## config.mk

```make
export PLATFORM = sky130hd
export DESIGN_NAME = seven_seg_scan_driver
export DESIGN_NICKNAME = d
export VERILOG_FILES = /design/src/rtl/seven_seg_scan_driver.sv
export SDC_FILE = /design/constraint.sdc
export NUM_CORES = 1
export LEC_CHECK = 0
export ABC_AREA = 1
export CORE_UTILIZATION = 50
export DETAILED_ROUTE_END_ITERATION = 8
export PLACE_DENSITY = 0.8
export SYNTH_ARGS = -nofsm -noshare
export SYNTH_HDL_FRONTEND = slang
export SYNTH_SLANG_ARGS = --single-unit
```

## constraint.sdc

```tcl
create_clock -name clk -period 1.8 [get_ports clk]
set_input_delay 0.36 -clock clk [delete_from_list [all_inputs] [get_ports clk]]
set_output_delay 0.36 -clock clk [all_outputs]
set_load 0.005 [all_outputs]
```

## src/rtl/seven_seg_scan_driver.sv

```systemverilog
// seven_seg_scan_driver: 4-digit multiplexed 7-seg scan with per-frame snapshot, blink, and optional LEADING_ZERO_BLANK_EN
module seven_seg_scan_driver #(
  parameter int REFRESH_DIV = 50000,
  parameter int BLINK_DIV   = 25
) (
  input  logic       clk,
  input  logic       reset,
  input  logic [3:0] digit_min,
  input  logic [3:0] digit_tens,
  input  logic [3:0] digit_ones,
  input  logic [3:0] digit_tenths,
  input  logic       flash,
  output logic [3:0] an,
  output logic [6:0] seg,
  output logic       dp
);
  localparam int SW = REFRESH_DIV > 1 ? $clog2(REFRESH_DIV) : 1;
  localparam int BW = BLINK_DIV > 1 ? $clog2(BLINK_DIV) : 1;

  logic [SW-1:0] slot_cnt;
  logic [1:0]    idx;
  logic [BW-1:0] blink_cnt;
  logic          phase, load_pend;
  logic [3:0]    snap_min, snap_tens, snap_ones, snap_tenths;
  logic          tick, frame_tick, lz, blank;
  logic [3:0]    cur;
  logic [6:0]    dec;

  assign tick       = slot_cnt == SW'(REFRESH_DIV - 1);
  assign frame_tick = tick && idx == 2'd3;

  function automatic logic [6:0] dec7(input logic [3:0] d);
    case (d)
      4'd0: dec7 = 7'h40;
      4'd1: dec7 = 7'h79;
      4'd2: dec7 = 7'h24;
      4'd3: dec7 = 7'h30;
      4'd4: dec7 = 7'h19;
      4'd5: dec7 = 7'h12;
      4'd6: dec7 = 7'h02;
      4'd7: dec7 = 7'h78;
      4'd8: dec7 = 7'h00;
      4'd9: dec7 = 7'h10;
      default: dec7 = 7'h3F;
    endcase
  endfunction

  // slot timer and digit index
  always_ff @(posedge clk) begin
    if (reset) begin
      slot_cnt <= '0;
      idx      <= 2'd0;
    end else begin
      slot_cnt <= tick ? '0 : slot_cnt + 1'b1;
      if (tick) idx <= idx + 1'b1;
    end
  end

  // latch all four digits together so a frame never mixes old and new values
  always_ff @(posedge clk) begin
    if (reset) begin
      snap_min    <= '0;
      snap_tens   <= '0;
      snap_ones   <= '0;
      snap_tenths <= '0;
      load_pend   <= 1'b1;
    end else begin
      if (frame_tick || load_pend) begin
        snap_min    <= digit_min;
        snap_tens   <= digit_tens;
        snap_ones   <= digit_ones;
        snap_tenths <= digit_tenths;
      end
      load_pend <= 1'b0;
    end
  end

  // blink cadence; dropping flash clears immediately so the next flash starts visible
  always_ff @(posedge clk) begin
    if (reset || !flash) begin
      phase     <= 1'b0;
      blink_cnt <= '0;
    end else if (frame_tick) begin
      phase     <= blink_cnt == BW'(BLINK_DIV - 1) ? ~phase : phase;
      blink_cnt <= blink_cnt == BW'(BLINK_DIV - 1) ? '0 : blink_cnt + 1'b1;
    end
  end

`ifdef LEADING_ZERO_BLANK_EN
  assign lz = idx == 2'd0 && snap_min == 4'd0;
`else
  assign lz = 1'b0;
`endif

  // nothing valid to show until the first snapshot has been taken
  assign blank = phase | load_pend | lz;
  assign cur   = idx == 2'd0 ? snap_min : idx == 2'd1 ? snap_tens : idx == 2'd2 ? snap_ones : snap_tenths;
  assign dec   = dec7(cur);

  // registered drive of anodes, segments and decimal point
  always_ff @(posedge clk) begin
    if (reset) begin
      an  <= 4'b1111;
      seg <= 7'h7F;
      dp  <= 1'b1;
    end else begin
      an  <= blank ? 4'b1111 : ~(4'b1000 >> idx);
      seg <= blank ? 7'h7F : dec;
      dp  <= blank | idx[0];
    end
  end
endmodule
```

### Word level (Yosys, flattened, before mapping)

Memories as Yosys holds them, arrays and structs flattened. A register that Yosys moved wholly into a read port is not among the register bits.
Cells that the tools add are included.

| cells by class | value |
|---|---|
| muxes and demuxes | 5 |
| multipliers | 0 |
| magnitude comparators | 0 |
| add/subtract/negate cells | 3 |
| divide/modulo/power cells | 0 |
| reductions and logical operators | 8 |
| bitwise logic cells | 4 |
| shift operators | 1 |
| equality and inequality tests | 5 |

Operators by type and width:

| operator | count |
|---|---|
| 16-bit by 1-bit adder with 16-bit output (second input constant) | 1 |
| 16-bit == test (second input constant) | 1 |
| 4-bit 2-to-1 mux | 3 |
| 5-bit by 1-bit adder with 5-bit output (second input constant) | 1 |
| 5-bit == test (second input constant) | 1 |
| 5-bit 2-to-1 mux | 1 |
| 2-bit == test (second input constant) | 2 |
| 4-bit NOT | 1 |
| 2-bit OR reduction | 2 |
| 4-bit by 2-bit right shift with 4-bit output (first input constant) | 1 |
| 2-bit by 1-bit adder with 2-bit output (second input constant) | 1 |
| 2-bit by 1-bit == test with 1-bit output (second input constant) | 1 |
| 2-bit zero test | 1 |
| 1-bit logical OR | 2 |
| 1-bit OR | 2 |
| 2-bit AND reduction | 1 |
| 1-bit logical AND | 1 |
| 1-bit zero test | 1 |
| 1-bit 2-to-1 mux | 1 |
| 1-bit NOT | 1 |

| storage, ports and cells | value |
|---|---|
| ROM bits | 112 |
| bits in registers | 46 |
| RAM bits | 0 |
| memories | 1 |
| logic and storage cells | 38 |
| latch bits | 0 |
| output and inout bits | 12 |
| bits of input ports | 19 |

Memories:

| name | depth | width | rd ports | clocked after Yosys merged registers in | write ports | line | text |
|---|---|---|---|---|---|---|---|
| (no name shown) | 16 | 7 | 1 | 1 | 0 | 33 | `case (d)` |

### Logic depth before layout (Yosys ltp)

| depth | value |
|---|---|
| depth after elaboration | 4 |
| mapped depth | 13 |
| depth with buffers taken out | 13 |

### Least setup slack after synthesis

No wires, ideal clock.

| timing | value |
|---|---|
| kind | reg-to-reg |
| start | reg idx[0] |
| end | reg seg[3] |
| cell stages (with the launch flop) | 13 |
| arrival time | 1.655 ns |
| clock period less this slack | 1.774 ns |
| slack | 0.026 ns |
| path buffers | 0 |
| required time | 1.681 ns |
| setup time | 0.119 ns |
| cells stage by stage | dfxtp_1 -> inv_1 -> ha_1 -> nand2_1 -> nand3_1 -> a21oi_2 -> inv_1 -> ha_1 -> inv_1 -> nand2_1 -> nand2_1 -> nand2_1 -> nand2_1 |

| between the ends | value |
|---|---|
| cells in the longest elaborated chain, start to end | 4 |
| elaborated cells on any way between the ends | 6 |
| classes of those cells | 2 x eq/ne; 3 x mux; 1 x reduce/logical |

RTL lines:

| what | line | text |
|---|---|---|
| start, declared | 21 | `logic [1:0] idx;` |
| start signal, assigned | 55 | `if (tick) idx <= idx + 1'b1;` |
| 2-bit == test | 97 | `assign cur = idx == 2'd0 ? snap_min : idx == 2'd1 ? snap_tens : idx == 2'd2 ? snap_ones : snap_tenths;` |
| 4-bit 2-to-1 mux (2 in a row) | 97 |  |
| 4-bit 2-to-1 mux * | 97 |  |
| end, declared | 14 | `output logic [6:0] seg,` |

Every way passes the cells marked *; elsewhere a longest branch is shown, timed or not.
A chain may end at the register's enable or synchronous reset.

### Worst setup path in the final report

| timing | value |
|---|---|
| start | reg idx[1] |
| end | reg seg[3] |

The elaborated chain is that of the path after synthesis.

==> summary.md <==
| Metric | Value |
|---|---|
| Status | `complete, no violations` |
| Tot Pwr | `2.23 mW` |
| Power share of the clock group | `33.1%` |
| Fin. Hold Viols | `0` |
| Synth top area share | `41.0%` |
| Hpwl dp | `3.74 mm` |
| Relative slew margins | `57.6%` |
| Final nets | `428` |
| Gr usage total | `21.1%` |
| Internal power | `1.69 mW` |
| Port Buffers | `30` |
| First-pass GRT wire length | `8.80 mm` |
| Die H | `74.0 µm` |
| Final setup viols | `0` |
| CP Capture Type | `register` |
| Comb power frac | `11.5%` |
| Antenna viol nets, final | `0` |
| Kind of critical path | `register to register` |
| Die area | `0.00547 mm²` |
| CTS Buf Count | `5` |
| Max Transition Viols Final | `0` |
| H-tree levels | `2` |
| Most frequent cells in the layout | `nand2_1 (105), dfxtp_1 (51), nor2_1 (41)` |
| Setup WS pre-CTS | `0.0220 ns` |
| Worst Skew | `0.00801 ns` |
| Largest net degree at the start of global routing | `33` |
| Via count of the first global-routing pass | `2051` |
| Initial DRC Count | `158` |
| Starting Density | `53.4%` |
| Hold-fix buffers, CTS | `0` |
| Longest Clk Path Bufs | `2` |
| Remaining DRCs | `0` |
| Critical path cell sequence | `inv_2 > ha_4 > a21oi_1 > a21oi_1 > ha_4 > inv_1 > nand2_1 > nand2_1 > nand2_1 > nand2_1` |
| Global route overflow | `0` |
| Clk sink count | `53` |
| Syn_area_per_cell | `7.19 µm²` |
| FP Rows | `25` |
| Largest delay contributor family on the critical path | `adder cells` |
| TNS Setup | `0 ns` |
| Fin util | `66.5%` |
| Worst slew pin tran | `0.629 ns` |
| Gpl congestion | `0.841` |
| Commonest non-fill, non-tap cell in the layout | `nand2_1` |
| RSZ-0062 raised after global routing | `true` |
| Largest cells by area after synthesis | `dfxtp_1 (41%), nand2_1 (15%), nor2_1 (5.9%)` |
| Synth unique cells | `29` |
| Cell area after synthesis | `0.00259 mm²` |
| Worst-path clk slew | `0.09 ns` |
| Worst-Skew Late Latency | `0.31 ns` |
| Sw Share | `24.0%` |
| Max cap viols | `0` |
| CP peak stage delay | `0.39 ns` |
| Die width | `74.0 µm` |
| Critical-path top delay cell | `dfxtp_4` |
| DR WL/cell | `11.9 µm` |
| Initial antenna violation count | `0` |
| Arr. time, crit path | `1.92 ns` |
| Worst-path fanout max | `4` |
| Number of diodes | `0` |
| Synth warn | `0` |
| Seq/Total Area, Yosys | `41.0%` |
| Flop pwr share | `55.4%` |
| Synth Instances | `360` |
| Hold Path Depth | `1` |
| Root buf cell | `clkbuf_8` |
| Syn nets | `387` |
| Vias per cell | `5.07` |
| Proportion of layout cells with a drive suffix above 1 | `15.2%` |
| Overall routed net length | `5.57 mm` |
| TritonRoute pass-1 iters | `4` |
| Fmax | `583 MHz` |
| Pwr per Cell Area | `692 mW/mm²` |
| Routed vias | `2378` |
| Area leader, netlist | `dfxtp_1` |
| WP buf/inv | `2` |
| Max IR drop VDD | `0.453 mV` |
| CTS tree | `yes` |
| Levels on crit path | `10` |
| Crit share post-route | `95.3%` |
| HP Class | `register to register` |
| Critical Path Start Type | `register` |
| R2R depth | `10` |
| Core area | `0.00485 mm²` |
| Layout area overhead | `24.4%` |
| Required time worst endpoint | `2.01 ns` |
| Most used cell, CP | `nand2_1` |
| Final Worst Setup Slack | `0.0847 ns` |
| Leakage power figure | `1.29 nW` |
| Final min period | `1.72 ns` |
| # IOs | `31` |
| Psw | `535 µW` |
| FF+latch count, synth | `53` |
## final timing paths
path / start / end / slack [ns]
worst max register to register: idx[1]$_SDFFE_PP0N_ / seg[3]$_SDFF_PP1_ / 0.08
worst max-delay path: idx[1]$_SDFFE_PP0N_ / seg[3]$_SDFF_PP1_ / 0.08
worst min register to register: slot_cnt[0]$_SDFF_PP0_ / slot_cnt[0]$_SDFF_PP0_ / 0.45
worst min-delay path: slot_cnt[0]$_SDFF_PP0_ / slot_cnt[0]$_SDFF_PP0_ / 0.45
## area by class of cell
class / count / area, µm²
multi-input cells: 260 / 1390
flip-flops and latches: 53 / 1070
fillers: 400 / 1630
inverters: 37 / 144
clock inverters: 1 / 5.00
well taps: 67 / 83.8
clock buffers: 7 / 96.3
repair buffers: 44 / 430
## routing by layer
metal | global-route usage [%] | up-vias | part of all wire [%] | wire, µm
met5 | 0 | - | 0 | 0
met4 | 8.55 | 0 | 2.4 | 131
met3 | 5.83 | 12 | 4.4 | 245
met2 | 32.1 | 53 | 47 | 2610
met1 | 28.3 | 1078 | 46 | 2580
li1 | - | 1235 | - | -
## state kept, by name (all words and copies together) (netlist names)
name / cells
an: 4
seg: 7
idx: 2
snap_tens: 4
snap_min: 4
load_pend: 1
snap_tenths: 4
phase: 1
slot_cnt: 16
blink_cnt: 5
snap_ones: 4
dp: 1
## stage by stage
step                area, µm²  hold slack [ns]  std cells
floorplan                2590            0.388        360
global placement         3030            0.428        459
detailed placement       3030            0.441        459
CTS                      3130            0.454        467
global route             3220            0.489        469
finish                   3220            0.451        469
## cells in the mapped netlist (all sizes together)
library cell,instances
or2,2
o21ai,2
nor3b,2
a21oi,41
a21boi,2
dfxtp,53
nand3,25
clkinv,1
nand3b,10
xnor2,1
nor2,44
buf,9
nand2,107
ha,8
inv,36
nand4,6
nor3,6
xor2,3
clkbuf,1
o211ai,1
## power by group through the flow
stage | logic [mW] | clock network (mW) | registers [mW]
after floorplan | 0.136 | 0 | 1.26
after CTS | 0.247 | 0.749 | 1.24
after global routing | 0.289 | 0.800 | 1.24
after global placement | 0.242 | 0 | 1.26
after detailed placement | 0.245 | 0 | 1.26
final | 0.257 | 0.737 | 1.23
## kinds of logic (layout without fill, tap and decap cells)
logic type / Yosys count / count (layout) / synth area share (%)
simple gates: 202 / 202 / 34.3
compound gates: 46 / 46 / 11.6
buf+inv: 47 / 89 / 7.83
fa+ha+maj: 8 / 8 / 3.86
xor+xnor: 4 / 4 / 1.35
flops: 53 / 53 / 41.0
## timing repair
action	4_1_cts	5_1_grt
gates resized for setup	1	19
setup buffers	0	2
gates cloned	0	0
pin swaps	0	3
endpoints found under the setup margin	1	14
(Power assumes the default switching activity.)
==> RTL change 1: new RTL, config.mk and constraints unchanged <==
`REFRESH_DIV`: 50000 -> 25000.
--- a/src/rtl/seven_seg_scan_driver.sv
+++ b/src/rtl/seven_seg_scan_driver.sv
@@ -1,6 +1,6 @@
 // seven_seg_scan_driver: 4-digit multiplexed 7-seg scan with per-frame snapshot, blink, and optional LEADING_ZERO_BLANK_EN
 module seven_seg_scan_driver #(
-  parameter int REFRESH_DIV = 50000,
+  parameter int REFRESH_DIV = 25000,
   parameter int BLINK_DIV   = 25
 ) (
   input  logic       clk,
Check against the original RTL: same outputs for any inputs over 10 cycles, from zero or initial values and one cycle with reset high; that may be too few to reach the edited logic, so the function may still have changed.
==> RTL change 1 against the unedited design <==
Wire length is 9.3% lower. Die area fell by 5.0%. Clock skew is 0.00095 ns higher. Global-route usage down 0.64 points. Maximum frequency decreased by 0.36%. Utilization fell by 2.3 points. Final area decreased by 6.0%. Critical path type unchanged. Critical path depth is 2 higher. Synthesized area is 5.2% lower. Sequential cell count decreased by 1. Non-clock buffer count down 8. Setup slack got worse by 0.0062 ns. Total power decreased by 4.5%.
==> RTL change 1: results (changes against the unedited design) <==
Run status
  • Outcome: finished, final reports clean

Place
  • Final GP Congestion: 0.8532 (+1.5%)
  • DP HPWL: 3.703 mm (-1.1%)

Power and ir drop
  • Leakage power: 1.211 nW (-6.3%)
  • Worst IR drop on VDD: 0.4163 mV (-8.0%)
  • Pwr per Cell Area: 702.1 nW/um2 (+1.5%)
  • Fraction of power consumed by the clock network: 31.9% (-1.2 points)
  • NetSw: 0.5409 mW (+1.2%)

Global route
  • Met2 routing resource usage after global routing: 34.37% (+2.3 points)
  • Largest net degree at the start of global routing: 18 (-45%)
  • Vias in the first global route: 2,008 (-2.1%)
  • Global routing met3 resource utilization: 3.194% (-2.6 points)
  • Met1 global-route usage: 26.95% (-1.3 points)
  • Wire length of the first global-routing pass: 8.480 mm (-3.6%)

Routing
  • Wire length on met1: 2.413 mm (-6.4%)
  • Detailed Route Iter0 Violations: 110 (-30%)
  • Met2 Wirelength: 2.380 mm (-8.8%)
  • Highest routed layer: met4
  • Post-detailed-routing wire length: 5.047 mm (-9.3%)

Synth
  • Number of distinct library cells after synthesis: 33 (+14%)
  • Area contributors post-synth: sky130_fd_sc_hd__dfxtp_1 42%, sky130_fd_sc_hd__nand2_1 13%, sky130_fd_sc_hd__nor2_1 9.0%, sky130_fd_sc_hd__nand3_1 6.3%, sky130_fd_sc_hd__inv_1 5.3%
  • Leading cell types by count after synthesis: 83 x sky130_fd_sc_hd__nand2_1, 59 x sky130_fd_sc_hd__nor2_1, 52 x sky130_fd_sc_hd__dfxtp_1
  • Sequential fraction of the synthesis area: 42.38% (+1.4 points)

Hold path
  • Type of the worst min-delay path: reg -> reg

Finish
  • Number of nets in the final layout: 409 (-4.4%)
  • Share of cells above drive strength 1: 13.05% (-2.1 points)

Worst setup path
  • Largest fanout on the critical path: 6 (+2)
==> RTL change 1: cells by family (layout without fill, tap and decap cells) <==
group	after synthesis	after routing	synth area share [%]
DFF	52	52	42.38
buffers and inverters	45	83	7.794
adders and majority gates	8	8	4.076
xor gates and xnor gates	7	7	2.496
AOI/OAI and AO/OA	33	33	7.081
and+or+nand+nor	200	200	36.17
==> RTL change 1: through the flow <==
stage / cell area (um2) / std cells / util, % / hold WS, ns / setup WS [ns]
detailed placement: 2843 / 442 / 60.19 / 0.4487 / -0.06444
finish: 3029 / 450 / 64.13 / 0.4704 / 0.07853
CTS: 2937 / 450 / 62.17 / 0.4706 / 0.0002061
floorplan: 2456 / 345 / - / 0.3877 / 0.08209
global route: 3029 / 450 / 64.13 / 0.4976 / -0.05671
global placement: 2843 / 442 / 60.19 / 0.4427 / 0.05503
==> RTL change 1: path summary, 6_finish.rpt <==
kind               start          end  depth (start not counted)
max               idx[0]       seg[3]                         12
min          slot_cnt[0]  slot_cnt[0]                          1
max reg2reg       idx[0]       seg[3]                         12
min reg2reg  slot_cnt[0]  slot_cnt[0]                          1
==> RTL change 1: worst max-delay path: cells and delay by family (launching register included) <==
family        cells  cell delay [ns]
buf+inv           2             0.19
flops             1             0.40
simple gates      8             0.56
fa+ha+maj         2             0.48
==> RTL change 1: repair_timing <==
action / in CTS / in global routing
hold buffers: 0 / 0
buffers inserted: 0 / 0
resized for setup: 2 / 22
setup endpoints to repair: 2 / 7
pin swaps: 0 / 2
hold endpoints to repair: 0 / 0
==> RTL change 1: area by class of cell <==
type	instances	area (um2)
Clock buffer	5	68.82
Clock inverter	3	22.52
Sequential cell	52	1046
Inverter	39	155.1
Timing Repair Buffer	36	345.3
Fill cell	434	1694
Tap cell	67	83.83
Multi-Input combinational cell	248	1308
==> RTL change 2: new RTL, same flow settings <==
Made on the original files. Remove the register `seg`: a continuous assignment takes its place, so the output `seg` follows one clock earlier.
--- a/src/rtl/seven_seg_scan_driver.sv
+++ b/src/rtl/seven_seg_scan_driver.sv
@@ -101,12 +101,12 @@
   always_ff @(posedge clk) begin
     if (reset) begin
       an  <= 4'b1111;
-      seg <= 7'h7F;
       dp  <= 1'b1;
     end else begin
       an  <= blank ? 4'b1111 : ~(4'b1000 >> idx);
-      seg <= blank ? 7'h7F : dec;
       dp  <= blank | idx[0];
     end
   end
+
+  assign seg = blank ? 7'h7F : dec;
 endmodule
Check against the original RTL: not equivalent (a bounded check fails within 4 cycles, from zero or initial values and one cycle with reset high).
==> RTL change 2 against the unedited design <==
The flow now finishes with violations (setup timing). Count of clock-buffer cells in the layout stayed put. First-iteration DRC count fell by 7.6%. Sequential cell count down 7. Utilization is 1.6 points higher. Wire length rose by 3.3%. Maximum frequency decreased by 27%. Final area is 0.19% lower. Setup slack worse by 0.65 ns. Sequential power decreased by 13%. Synthesized area shrank 5.6%. Synthesized cell count is 2.5% lower. Critical path depth is 5 higher. Total power decreased by 7.8%. Critical path type is now reg -> out. Largest power group unchanged. Highest routed layer unchanged.
==> RTL change 2: results (changes against the unedited design) <==
Synth
  • Predominant post-synthesis flop cell: sky130_fd_sc_hd__dfxtp_1
  • Proportion of synthesized flip-flops having asynchronous set or reset: 0% (unchanged)
  • Leading cell types by count after synthesis: 97 x sky130_fd_sc_hd__nand2_1, 46 x sky130_fd_sc_hd__dfxtp_1, 43 x sky130_fd_sc_hd__nor2_1
  • Post-synthesis average cell area: 6.965 um2 (-3.2%)
  • Sequential fraction of the synthesis area: 37.67% (-3.3 points)
  • Number of distinct library cells after synthesis: 25 (-14%)
  • Area contributors post-synth: sky130_fd_sc_hd__dfxtp_1 38%, sky130_fd_sc_hd__nand2_1 15%, sky130_fd_sc_hd__nor2_1 6.6%, sky130_fd_sc_hd__a21oi_2 6.1%, sky130_fd_sc_hd__inv_1 5.4%
  • Net count of the mapped netlist: 378 (-2.3%)

Place
  • DP HPWL: 4.054 mm (+8.3%)
  • Final GP Congestion: 0.8610 (+2.4%)
  • Count of buffers from port buffering: 30 (unchanged)
  • Setup slack at placement: -0.6252 ns (-0.6472 ns)
  • Placement Cell Area: 2970 um2 (-1.8%)

STA
  • Max-Slew Margin vs Limit: 58.10% (+0.47 points)
  • Max Clock Skew: 0.008271 ns (+0.0002615 ns)
  • Setup violators final: 7 (+7)
  • Crit path setup slack, layout: -0.5640 ns (-0.6487 ns)

Global route
  • Remaining Overflow, GRT: 0 (unchanged)
  • Largest net degree at the start of global routing: 29 (-12%)
  • Gr usage total: 23.79% (+2.7 points)
  • Wire length of the first global-routing pass: 9.701 mm (+10%)
  • Vias in the first global route: 2,168 (+5.7%)

Finish
  • Number of nets in the final layout: 433 (+1.2%)
  • Largest registers: slot_cnt: 16 flops, blink_cnt: 5 flops
  • Number of antenna cells inserted: 0 (unchanged)
  • Share of cells above drive strength 1: 24.57% (+9.4 points)

Routing
  • Count of TritonRoute iterations in the first routing pass: 4 (unchanged)
  • Detailed Route Iter0 Violations: 146 (-7.6%)
  • Post-DR vias/cell: 5.017 (-1.1%)
  • Total via count in the routed design: 2,378 (unchanged)
  • Post-detailed-routing wire length: 5.751 mm (+3.3%)

Power and ir drop
  • Worst IR drop on VDD: 0.4106 mV (-9.3%)
  • Leakage power: 1.289 nW (-0.27%)

Worst setup path
  • Arrival time reported for the critical path endpoint: 2.00 ns (+0.08 ns)
  • Crit-path leading delay family: buffers and inverters
  • Largest fanout on the critical path: 5 (+1)
  • Peak per-stage delay on the critical path: 0.37 ns (-0.02 ns)

CTS
  • Bufs on Longest Clock Path: 2 (unchanged)
  • Clock insertion delay at the later pin of the skew report: 0.30 ns

Run status
  • Violated checks: setup timing
  • Outcome: finished with violations
RTL change 2: changes by cell type after synthesis, sizes merged, moves of 2 or more:
cell and change:
nand4 +2, nor3b -2, dfxtp -7, nor3 +3, a21boi -2, a21oi +2
inv +3, or2 -2, nand2 -7, nand3 -2
RTL change 2: timing repair:
| item | 4_1_cts | 5_1_grt |
|---|---|---|
| setup buffers | 5 | 3 |
| pin swaps | 14 | 5 |
| gates resized for setup | 53 | 6 |
| endpoints found under the setup margin | 7 | 23 |
RTL change 2: report_power, final:
part | switching, mW | internal [mW] | leakage (nW)
clock | 0.341 | 0.358 | 0.0496
combinational | 0.144 | 0.144 | 0.861
sequential | 0.0186 | 1.05 | 0.378
RTL change 2: cell type report:
| class | instances | area [um2] |
|---|---|---|
| fillers | 383 | 1508 |
| clock inverters | 1 | 7.507 |
| inverters | 40 | 160.2 |
| clock buffers | 7 | 97.59 |
| well taps | 67 | 83.83 |
| repair buffers | 57 | 488.0 |
| flip-flops and latches | 46 | 929.6 |
| multi-input cells | 256 | 1449 |
RTL change 2: through the flow:
step	util, %	TNS [ns]
3_3_place_gp	62.89	-3.460
4_1_cts	67.26	-3.104
6_report	68.08	-3.360
5_1_grt	68.08	-4.139
2_1_floorplan	-	-0.1277
3_5_place_dp	62.89	-3.785
RTL change 2: worst paths after layout:
check,endpoint,depth (start not counted),from,slack [ns]
max,seg[3],15,idx[0],-0.56
min reg2reg,slot_cnt[0],1,slot_cnt[0],0.42
max reg2reg,blink_cnt[3],10,slot_cnt[0],0.18
min,slot_cnt[0],1,slot_cnt[0],0.42
RTL change 2: kinds of logic (layout without fill, tap and decap cells):
family | Yosys count | after routing | synth area share [%]
AO/OA/AOI/OAI | 47 | 47 | 12.54
XOR/XNOR | 5 | 5 | 1.791
adder cells (fa/ha/maj) | 8 | 8 | 4.094
buffers and inverters | 49 | 105 | 8.546
flip-flops | 46 | 46 | 37.67
AND/OR/NAND/NOR | 196 | 196 | 35.36
RTL change 2: layer usage:
layer  vias up  part of all wire [%]  global-route usage [%]
met4         0                   3.0                   10.24
met1      1058                    46                   30.29
met3        18                   4.0                   4.306
li1       1235                     -                       -
met2        67                    47                   39.73
met5         -                     0                       0
